===== src/rtl/lvdc_pkg.sv =====
// rtl/lvdc_pkg.sv - shared LVDC word width and accumulator op encoding
package lvdc_pkg;

    localparam int LVDC_WORD_W = 26;

    typedef enum logic [2:0] {
        ACC_HOLD = 3'd0,
        ACC_LOAD = 3'd1,
        ACC_ADD  = 3'd2,
        ACC_SUB  = 3'd3,
        ACC_AND  = 3'd4
    } acc_op_e;

    // Codes 5-7 are unassigned and behave as HOLD.
    function automatic acc_op_e decode_op(input logic [2:0] code);
        case (code)
            3'd1:    return ACC_LOAD;
            3'd2:    return ACC_ADD;
            3'd3:    return ACC_SUB;
            3'd4:    return ACC_AND;
            default: return ACC_HOLD;
        endcase
    endfunction

endpackage


===== src/rtl/serial_alu_bit.sv =====
// rtl/serial_alu_bit.sv - combinational one-bit stage of the serial accumulator
module serial_alu_bit
    import lvdc_pkg::*;
(
    input  logic    a,
    input  logic    b,
    input  logic    carry_in,
    input  acc_op_e op,
    output logic    r,
    output logic    carry_out
);

    logic b_eff;

    // Subtraction is a + ~b with the carry seeded to 1 at bit 0.
    assign b_eff = (op == ACC_SUB) ? ~b : b;

    always_comb begin
        r         = a;
        carry_out = 1'b0;
        case (op)
            ACC_LOAD: r = b;
            ACC_AND:  r = a & b;
            ACC_ADD, ACC_SUB: begin
                r         = a ^ b_eff ^ carry_in;
                carry_out = (a & b_eff) | (a & carry_in) | (b_eff & carry_in);
            end
            default:  r = a;
        endcase
    end

endmodule


===== src/rtl/serial_accumulator.sv =====
// rtl/serial_accumulator.sv - bit-serial LSB-first accumulator with serial and parallel result
module serial_accumulator
    import lvdc_pkg::*;
#(
    parameter int W = LVDC_WORD_W
) (
    input  logic         clk,
    input  logic         rst_n,
    input  logic         bit_en,
    input  logic         word_start,
    input  logic [2:0]   op,
    input  logic         ser_in,
    output logic         ser_out,
    output logic [W-1:0] acc_q,
    output logic         busy,
    output logic         word_done,
    output logic         acc_zero,
    output logic         acc_neg,
    output logic         ovf,
    output logic         sync_err
);

    localparam int            CW       = (W > 1) ? $clog2(W) : 1;
    localparam logic [CW-1:0] LAST_BIT = CW'(W - 1);

    typedef enum logic {IDLE, RUN} state_e;

    state_e        state;
    acc_op_e       op_r;
    acc_op_e       op_cur;
    logic [CW-1:0] bit_cnt;
    logic [CW-1:0] cnt_cur;
    logic          carry;
    logic          carry_cur;
    logic          zero_run;
    logic          zero_cur;
    logic          start;
    logic          step;
    logic          last;
    logic          r;
    logic          carry_out;

    assign start = bit_en & word_start;
    assign step  = bit_en & (start | (state == RUN));

    // A start strobe processes bit 0 itself, so it seeds the stage from op rather than the registers.
    always_comb begin
        op_cur    = op_r;
        carry_cur = carry;
        cnt_cur   = bit_cnt;
        zero_cur  = zero_run;
        if (start) begin
            op_cur    = decode_op(op);
            carry_cur = (decode_op(op) == ACC_SUB);
            cnt_cur   = '0;
            zero_cur  = 1'b1;
        end
    end

    assign last = (cnt_cur == LAST_BIT);

    serial_alu_bit u_alu (
        .a         (acc_q[0]),
        .b         (ser_in),
        .carry_in  (carry_cur),
        .op        (op_cur),
        .r         (r),
        .carry_out (carry_out)
    );

    always_ff @(posedge clk or negedge rst_n) begin
        if (!rst_n) begin
            state     <= IDLE;
            op_r      <= ACC_HOLD;
            bit_cnt   <= '0;
            carry     <= 1'b0;
            zero_run  <= 1'b1;
            acc_q     <= '0;
            word_done <= 1'b0;
            acc_zero  <= 1'b1;
            acc_neg   <= 1'b0;
            ovf       <= 1'b0;
            sync_err  <= 1'b0;
        end else begin
            word_done <= 1'b0;
            if (step) begin
                acc_q    <= {r, acc_q[W-1:1]};
                op_r     <= op_cur;
                carry    <= carry_out;
                zero_run <= zero_cur & ~r;
                if (start && (state == RUN)) begin
                    sync_err <= 1'b1;
                end
                if (last) begin
                    state     <= IDLE;
                    bit_cnt   <= '0;
                    word_done <= 1'b1;
                    acc_neg   <= r;
                    acc_zero  <= zero_cur & ~r;
                    ovf       <= ((op_cur == ACC_ADD) || (op_cur == ACC_SUB)) ? (carry_cur ^ carry_out) : 1'b0;
                end else begin
                    state   <= RUN;
                    bit_cnt <= cnt_cur + 1'b1;
                end
            end
        end
    end

    assign busy    = (state == RUN);
    assign ser_out = acc_q[0];

endmodule


===== config.mk =====
export PLATFORM = sky130hd
export DESIGN_NAME = serial_accumulator
export DESIGN_NICKNAME = d
export VERILOG_FILES = /design/src/rtl/lvdc_pkg.sv /design/src/rtl/serial_alu_bit.sv /design/src/rtl/serial_accumulator.sv
export SDC_FILE = /design/constraint.sdc
export NUM_CORES = 1
export LEC_CHECK = 0
export BUFFER_PORTS_ARGS = -buffer_cell sky130_fd_sc_hd__buf_2
export CELL_PAD_IN_SITES_DETAIL_PLACEMENT = 0
export CELL_PAD_IN_SITES_GLOBAL_PLACEMENT = 1
export CORE_ASPECT_RATIO = 2
export CORE_MARGIN = 5
export CORE_UTILIZATION = 36
export CTS_BUF_LIST = sky130_fd_sc_hd__clkbuf_8
export DETAILED_ROUTE_END_ITERATION = 6
export GPL_TIMING_DRIVEN = 0
export PLACE_DENSITY_LB_ADDON = 0.25
export SLEW_MARGIN = 20
export SYNTH_ARGS = -nofsm -noshare
export SYNTH_HDL_FRONTEND = slang
export SYNTH_SLANG_ARGS = --single-unit
export TNS_END_PERCENT = 30

===== constraint.sdc =====
create_clock -name clk -period 3.64 [get_ports clk]
set_input_delay 0.182 -clock clk [delete_from_list [all_inputs] [get_ports clk]]
set_output_delay 0.182 -clock clk [all_outputs]
set_load 0.1 [all_outputs]

== Yosys cells after proc, flatten, opt, wreduce, memory -nomap -nowiden ==
Cells that the tools add are included.
Widths: inputs -> output; s select.
Storage, ports and cells
  register bits: 42
  bits of input ports: 8
  output and inout port bits: 33
  logic and storage cells: 56
Cells by class
  $add $sub $neg: 1
  equality and inequality tests: 10
  muxes and demuxes: 14
  bitwise operators: 15
  reduce and logical (&&, ||, !) cells: 5
Operators by type and width (number)
  $eq 3x2->1 const B: 5
  $pmux 3 s4: 1
  $mux 5: 2
  $mux 1: 8
  $and 1x1->1: 7
  $eq 3x1->1 const B: 2
  $eq 3x3->1 const B: 2
  $mux 3: 2
  $add 5x1->5 const B: 1
  $eq 5x5->1 const B: 1
  $reduce_and 2->1: 2
  $or 1x1->1: 3
  $pmux 1 s3: 1
  $xor 1x1->1: 3
  $not 1->1: 2
  $reduce_or 2->1: 1
  $logic_and 1x1->1: 1
  $logic_or 1x1->1: 1

== Logic depth before layout (Yosys ltp) ==
Gate-level depths: netlist of the first run.
  depth in word-level cells: 11
  mapped depth: 9
  gate-level depth less buffers: 8

== Hierarchy ==
From an unflattened synthesis of the first run, not the netlist that was laid out.
Unflattened totals
  cells, all modules: 154
  area total of the unflattened synthesis: 1938.1 µm²
Modules (own cells, without submodules)
  serial_accumulator: instances 1, cells an instance 142, area each 1836.8 µm², seq. area each 1053.5 µm²
  serial_alu_bit: instances 1, cells an instance 12, area each 101.3 µm², seq. area each 0.0 µm²

== Least setup slack after synthesis of the first run ==
No wires, ideal clock.
  path type: register to register
  start: register state (netlist: busy)
  end: register acc_zero
  library setup time: 0.063 ns
  arrival: 1.973 ns
  data required time: 3.577 ns
  slack: 1.604 ns
  cell stages (with the launch flop): 5
  buffers on the path: 0
  clock period less this slack: 2.036 ns
  path through: dfrtp_1 > nand2_1 > or4b_1 > a211oi_1 > a221o_1
Between the ends
  longest elaborated chain between the ends: 3
Ends and longest elaborated chain
  start: declaration: RTL line serial_accumulator.sv:28  | state_e state;
  start signal: assignment: RTL line serial_accumulator.sv:73  | state <= IDLE;
  start signal: assignment: RTL line serial_accumulator.sv:95  | state <= IDLE;
  start signal: assignment: RTL line serial_accumulator.sv:102  | state <= RUN;
  $or 1x1->1: RTL line serial_accumulator.sv:44  | assign step = bit_en & (start | (state == RUN));
  $and 1x1->1: RTL line serial_accumulator.sv:44
  $reduce_and 2->1 (no source line)
  end signal: assignment: RTL line serial_accumulator.sv:99  | acc_zero <= zero_cur & ~r;
  end: declaration: RTL line serial_accumulator.sv:17  | output logic acc_zero,
Every way passes these cells.
A chain may end at the register's enable or synchronous reset.

== Worst setup path in the final report of the first run ==
  start: register op_r[1]
  end: register acc_zero
Between the ends
  longest elaborated chain between the ends: 8
  elaborated cells between the ends (all ways): 12
  those cells by class: eq/ne: 4; mux: 3; bitwise: 4; reduce/logical: 1
Ends and longest elaborated chain
  start: declaration: RTL line serial_accumulator.sv:29  | acc_op_e op_r;
  start signal: assignment: RTL line serial_accumulator.sv:88  | op_r <= op_cur;
  $mux 3 *: RTL line serial_accumulator.sv:52  | if (start) begin
  $eq 3x2->1: RTL line serial_alu_bit.sv:16, serial_alu_bit.sv:21
  $mux 1: RTL line serial_alu_bit.sv:16  | assign b_eff = (op == ACC_SUB) ? ~b : b;
  $xor 1x1->1 (2 in a row): RTL line serial_alu_bit.sv:25  | r = a ^ b_eff ^ carry_in;
  $pmux 1 s3 *: RTL line serial_alu_bit.sv:21  | case (op)
  $not 1->1 *: RTL line serial_accumulator.sv:99
  $and 1x1->1 *: RTL line serial_accumulator.sv:99
Every way passes the cells marked *; elsewhere a longest branch is shown, timed or not.

==> metrics.txt, run 1 <==
top cell type's share of synthesized area=52.6%; Syn Inst Count=200; CTS Sinks=42; fraction of registers with async set/reset=100%; Final min period=2.13 ns; slowest library cell on the worst path=fa_1; post-CTS setup buffers=0; GRT overflow=0; top post-synthesis cells by area=dfrtp_1 53%, nand2_1 18%, dfstp_2 2.8%, o31ai_1 1.6%, xnor2_1 1.4%; Synth Area in XOR/XNOR=1.84%; worst path buffer plus inverter count=0; First-pass DRT Iterations=4; worst reg2reg startpoint=op_r[1]$_DFFE_PN0P_; crit-path leading delay family=compound AO/OA/AOI/OAI gates; area grow syn2layout=19.4%; DP Wirelength=3.14 mm; max-slew violations=0; Port Buf Inserts=38; Power Total=1.60 mW; vias in the first global route=1,597; first-pass GRT wire length=7.38 mm; RSZ-0062 raised after global routing=no; core area=0.00514 mm2; Skew-Pair Late Insertion Delay=0.30 ns; endpoints failing setup=0; CP max stage delay=0.45 ns; Post-Synthesis Cell Area=0.00190 mm2; drt wl/cell=14.1 um; largest family of logic cells by synthesized area=simple AND/OR/NAND/NOR gates; Adder-Cell Fraction of Synth Area=2.37%; synth warn=0; largest net degree at the start of global routing=43; clock buffer depth=2; status=finished, final reports clean; max-cap violations=0; Fmax=470 MHz; crit path launch=op_r[1]$_DFFE_PN0P_; CTS H-Tree Depth=2; initial antenna violation count=0; crit path capture type=register; crit path max fanout=4; Setup CP Type=reg2reg; Worst Path Arrival=2.36 ns; fin crit share=58.5%; final RePlAce weighted congestion=0.744; CTS tree=yes; Final nets=256; Peak VDD IR=462 uV; share of layout cells above drive strength 1=23.6%; Synth Flop Type=dfrtp_1; die height=113 um; Final Hold Vio Count=0; multiplexer share of the synthesized area=0.526%; floorplan row count=37; Vias/cell=5.02; Rel. slew slack=38.3%; WP data required=3.87 ns; post-route ant nets=0; die width=61.4 um; number of synthesized register bits=42; Simple-Gate Fraction of Synth Area=24.8%; HP Class=in2async; Worst Max-Slew Pin Slew=0.926 ns; Post-Syn Area per Cell=9.52 um2; hold buffers post-CTS=0; vias=1,526; Routed WL=4.28 mm; die area=0.00693 mm2; worst clock skew=0.00949 ns; Mapped Nets=211; Post-synth EDFFs=0; sequential area share after synthesis=55.3%; I/O pin count=41; PostCTS Resize Cnt=0; setup_tns=0 ns; DR DRC count=0; Starting Density=37.1%; Clock Pin Slew Worst Setup and Hold Paths=0.08 ns; Compound-Gate Fraction of Synth Area=11.2%; Netlist cell types=42; Yosys top cell by area=dfrtp_1; Leak Pwr=1.25 nW; drt initial violations=39; GRT Util Overall=13.9%; n_diodes=0; P per Cell Area=704 mW/mm2; root buffer cell=clkbuf_8; startpoint types=register; Fill cells=543; CP Cell Sequence=a21bo_2, o21a_1, nor2_1, xor2_1, fa_1, o211ai_2, a221o_1; Inserted Clock Buffers=5
stage by stage:
stage / std cells / setup WS, ns / hold slack, ns / area, um2 / utilization [%]
2_1_floorplan: 200 / 1.60 / -0.114 / 1900 / -
3_3_place_gp: 296 / 1.41 / 0.396 / 2170 / 42.2
3_5_place_dp: 296 / 1.43 / 0.385 / 2170 / 42.2
4_1_cts: 304 / 1.49 / 0.0510 / 2270 / 44.2
5_1_grt: 304 / 1.39 / 0.108 / 2270 / 44.2
6_report: 304 / 1.51 / 0.0188 / 2270 / 44.2
registers in the layout, indices dropped and copies added, names as in the netlist:
name       cells
acc_neg        1
acc_q         26
acc_zero       1
bit_cnt        5
busy           1
carry          1
op_r           3
ovf            1
sync_err       1
word_done      1
zero_run       1
layout by cell type (no fill, tap or decap), types with 2 or more instances in the layout:
cell type	count
a31o_2	2
nor2_1	4
nand2_1	89
dfstp_2	2
o41ai_1	2
xnor2_1	3
nor3b_1	2
buf_6	2
nand3_1	3
inv_1	7
clkbuf_1	6
o31ai_1	4
clkbuf_8	5
o21a_1	3
o21ai_0	4
ha_1	2
dfrtp_1	40
a21bo_2	2
buf_2	39
final timing paths:
path,end,slack (ns),cells after the start
setup / recovery,acc_zero$_DFFE_PN1P_,1.51,7
hold / removal,acc_neg$_DFFE_PN0P_,0.02,1
setup reg to reg,acc_zero$_DFFE_PN1P_,1.51,7
hold reg to reg,sync_err$_DFFE_PN0P_,0.46,1
max in group asynchronous,acc_q[18]$_DFFE_PN0P_,3.04,1
min in group clk,bit_cnt[0]$_DFFE_PN0P_,0.20,3
worst reg2reg max path: cells and delay by family, from the launching register on:
family	cells	cell delay [ns]
AOI/OAI and AO/OA	4	0.94
adders and majority gates	1	0.45
DFF	1	0.35
xor gates and xnor gates	1	0.20
and+or+nand+nor	1	0.13
metal layers:
layer  up-vias  track usage [%]  part of all wire (%)
li1        748                -                     -
met1       734             17.1                    42
met2        38             22.6                    52
met3         6             3.42                   5.0
met4         0             5.38                   1.2
met5         -                0                     0
cell families (layout without fill, tap and decap cells):
kind of cell | Yosys count | count (layout)
buf+inv | 15 | 61
xor+xnor | 4 | 4
fa+ha+maj | 3 | 3
simple gates | 108 | 108
compound gates | 27 | 27
flops | 42 | 42
mux | 1 | 1
Yosys cell counts, types with 3 or more instances:
library cell,instances
nand3_1,3
xnor2_1,3
o21ai_0,4
o31ai_1,4
nor2_1,4
nand2_1,89
dfrtp_1,40
o21a_1,3
inv_1,5
clkbuf_1,6
area by class of cell:
| type | instances | area [um2] | area share [%] |
|---|---|---|---|
| clock inverters | 3 | 37.5 | 1.65 |
| well taps | 58 | 72.6 | 3.19 |
| repair buffers | 38 | 190 | 8.37 |
| plain buffers | 10 | 57.6 | 2.53 |
| flip-flops and latches | 42 | 1050 | 46.3 |
| inverters | 5 | 18.8 | 0.826 |
| clock buffers | 5 | 68.8 | 3.03 |
| multi-input cells | 143 | 774 | 34.1 |
report_power, final:
part	leakage [nW]	internal (mW)	total, mW	switching [mW]
sequential	0.551	0.544	0.608	0.0646
combinational	0.642	0.105	0.631	0.526
clock	0.0607	0.200	0.361	0.161
Power figures use the tool's default switching activity.
==> run 2: changes to the inputs <==
Clock period 3.64 ns to 1.9 ns, I/O delays scaled along.
==> run 2 against run 1 <==
The flow now finishes with violations (negative setup slack); fmax up 6.7%; register-to-register slack worse by 1.6 ns; via count up 1.9%; largest cell class unchanged; highest routed layer unchanged.
==> metrics.txt, run 2 (synthesis results as in run 1) <==
status=complete, but fails checks (was finished, final reports clean); failing checks=negative setup slack; RSZ-0062 raised after global routing=yes (was no); HP Class=in2reg (was in2async); worst path buffer plus inverter count=0 (unchanged); I/O pin count=41 (unchanged); drt initial violations=38 (was 39); area post-placement=0.00217 mm2 (about the same); worst clock skew=0.00768 ns (was 0.00949 ns); Worst Path Arrival=2.23 ns (was 2.36 ns); CTS H-Tree Depth=2 (unchanged); crit path launch=op_r[1]$_DFFE_PN0P_ (unchanged); die width=61.4 um (unchanged); max FFs per register=26 (unchanged); Hold Worst Slack=0.109 ns (was 0.0188 ns); CTS Sinks=42 (unchanged); CTS tree=yes (unchanged); Final nets=260 (was 256); GRT Util Overall=13.8% (was 13.9%); Final Util=45.3% (was 44.2%); final RePlAce weighted congestion=0.820 (was 0.744); Leak Pwr=1.26 nW (was 1.25 nW); area grow syn2layout=22.1% (was 19.4%); Worst Min Path Start=word_start; max-slew violations=0 (unchanged); Setup CP Type=reg2reg (unchanged); initial antenna violation count=0 (unchanged); Fmax=501 MHz (was 470 MHz); crit path max fanout=4 (unchanged); worst reg2reg startpoint=op_r[1]$_DFFE_PN0P_ (unchanged); startpoint types=register (unchanged); DP Wirelength=3.27 mm (was 3.14 mm); Port Buf Inserts=38 (unchanged); floorplan row count=37 (unchanged); Power Total=3.00 mW (was 1.60 mW); Starting Density=37.1% (unchanged); final worst slack=-0.0952 ns (was 1.51 ns); most frequent cells in the layout=89 x nand2_1, 39 x buf_2, 38 x dfrtp_1 (was 89 x nand2_1, 40 x dfrtp_1, 39 x buf_2); crit-path leading delay family=compound AO/OA/AOI/OAI gates (unchanged); slowest library cell on the worst path=fa_1 (unchanged); Peak VDD IR=1070 uV (was 462 uV); Vias/cell=5.05 (was 5.02); Biggest register=acc_q (unchanged); Rel. slew slack=38.2% (was 38.3%); clock buffer depth=2 (unchanged); post-route ant nets=0 (unchanged); First-pass DRT Iterations=4 (unchanged); Routed WL=4.46 mm (was 4.28 mm); Final min period=2.00 ns (was 2.13 ns); die area=0.00693 mm2 (unchanged); largest net degree at the start of global routing=43 (unchanged); Worst Max-Slew Pin Slew=0.927 ns (was 0.926 ns); vias in the first global route=1,572 (was 1,597); Top Registers=acc_q x26, bit_cnt x5, op_r x3 (unchanged); share of layout cells above drive strength 1=27.2% (was 23.6%); Inserted Clock Buffers=5 (unchanged); WP data required=2.13 ns (was 3.87 ns); first-pass GRT wire length=7.44 mm (was 7.38 mm); Skew-Pair Late Insertion Delay=0.29 ns (was 0.30 ns); CP max stage delay=0.43 ns (was 0.45 ns); endpoints failing setup=4 (was 0); fin crit share=105% (was 58.5%); Clock Pin Slew Worst Setup and Hold Paths=0.08 ns (about the same); drt wl/cell=14.5 um (was 14.1 um); P per Cell Area=1290 mW/mm2 (was 704 mW/mm2); Final Hold Vio Count=0 (unchanged); core area=0.00514 mm2 (unchanged); n_diodes=0 (unchanged); vias=1,555 (was 1,526); die height=113 um (unchanged); commonest non-fill, non-tap cell in the layout=nand2_1 (unchanged); design area=0.00233 mm2 (was 0.00227 mm2); max-cap violations=0 (unchanged); GRT overflow=0 (unchanged); CP Cell Sequence=a21bo_4, o21a_4, nor2_4, xor2_2, fa_1, o211ai_2, a221o_1 (was a21bo_2, o21a_1, nor2_1, xor2_1, fa_1, o211ai_2, a221o_1); root buffer cell=clkbuf_8 (unchanged); crit path capture type=register (unchanged); DR DRC count=0 (unchanged); setup_tns=-0.291 ns (was 0 ns)
[run 2: changes by cell type in the layout (fill, tap and decap cells not counted), moves of 2 or more]
cell / previous run / this run
inv_1: 7 / 5
buf_4: 1 / 4
dfrtp_1: 40 / 38
dfrtp_2: 0 / 2
[run 2: per-stage QoR]
stage,worst slack (ns),cells
2_1_floorplan,-0.0316,200
3_3_place_gp,-0.209,296
3_5_place_dp,-0.225,296
4_1_cts,-0.177,308
5_1_grt,-0.150,308
6_report,-0.0952,308
[run 2: worst paths after layout]
check / endpoint / depth (start not counted) / slack [ns]
max: acc_zero$_DFFE_PN1P_ / 7 / -0.1
min: bit_cnt[0]$_DFFE_PN0P_ / 3 / 0.11
max reg2reg: acc_zero$_DFFE_PN1P_ / 7 / -0.1
min reg2reg: sync_err$_DFFE_PN0P_ / 1 / 0.45
max in group asynchronous: acc_q[0]$_DFFE_PN0P_ / 2 / 0.78
min in group asynchronous: bit_cnt[1]$_DFFE_PN0P_ / 2 / 0.47
[run 2: final cells by class]
type / count / area, um2
fillers: 512 / 2810
flip-flops and latches: 42 / 1060
multi-input cells: 143 / 803
repair buffers: 42 / 223
clock buffers: 6 / 82.6
well taps: 58 / 72.6
plain buffers: 10 / 57.6
inverters: 5 / 18.8
clock inverters: 2 / 12.5
[run 2: timing repair]
item / CTS / global route
buffers inserted: 3 / 0
endpoints found under the setup margin: 5 / 5
hold buffers: 1 / 0
hold endpoints to repair: 40 / 0
resized for setup: 6 / 0
pin swaps: 6 / 3
[run 2: routing by layer]
| metal | wire [um] | vias to the layer above | track usage (%) |
|---|---|---|---|
| met3 | 170 | 6 | 2.74 |
| met5 | 0 | - | 0 |
| li1 | - | 757 | - |
| met2 | 2410 | 34 | 24.0 |
| met1 | 1820 | 758 | 16.5 |
| met4 | 61 | 0 | 4.39 |
[run 2: report_power, final]
group / total [mW] / internal [mW] / switching [mW]
clock: 0.603 / 0.292 / 0.311
sequential: 1.17 / 1.04 / 0.125
combinational: 1.23 / 0.215 / 1.02
[run 2: worst reg2reg max path, stage by stage (launching register included)]
cell and delay (ns):
dfrtp_1 0.35, a21bo_4 0.23, o21a_4 0.20, nor2_4 0.10, xor2_2 0.15, fa_1 0.43, o211ai_2 0.27, a221o_1 0.20
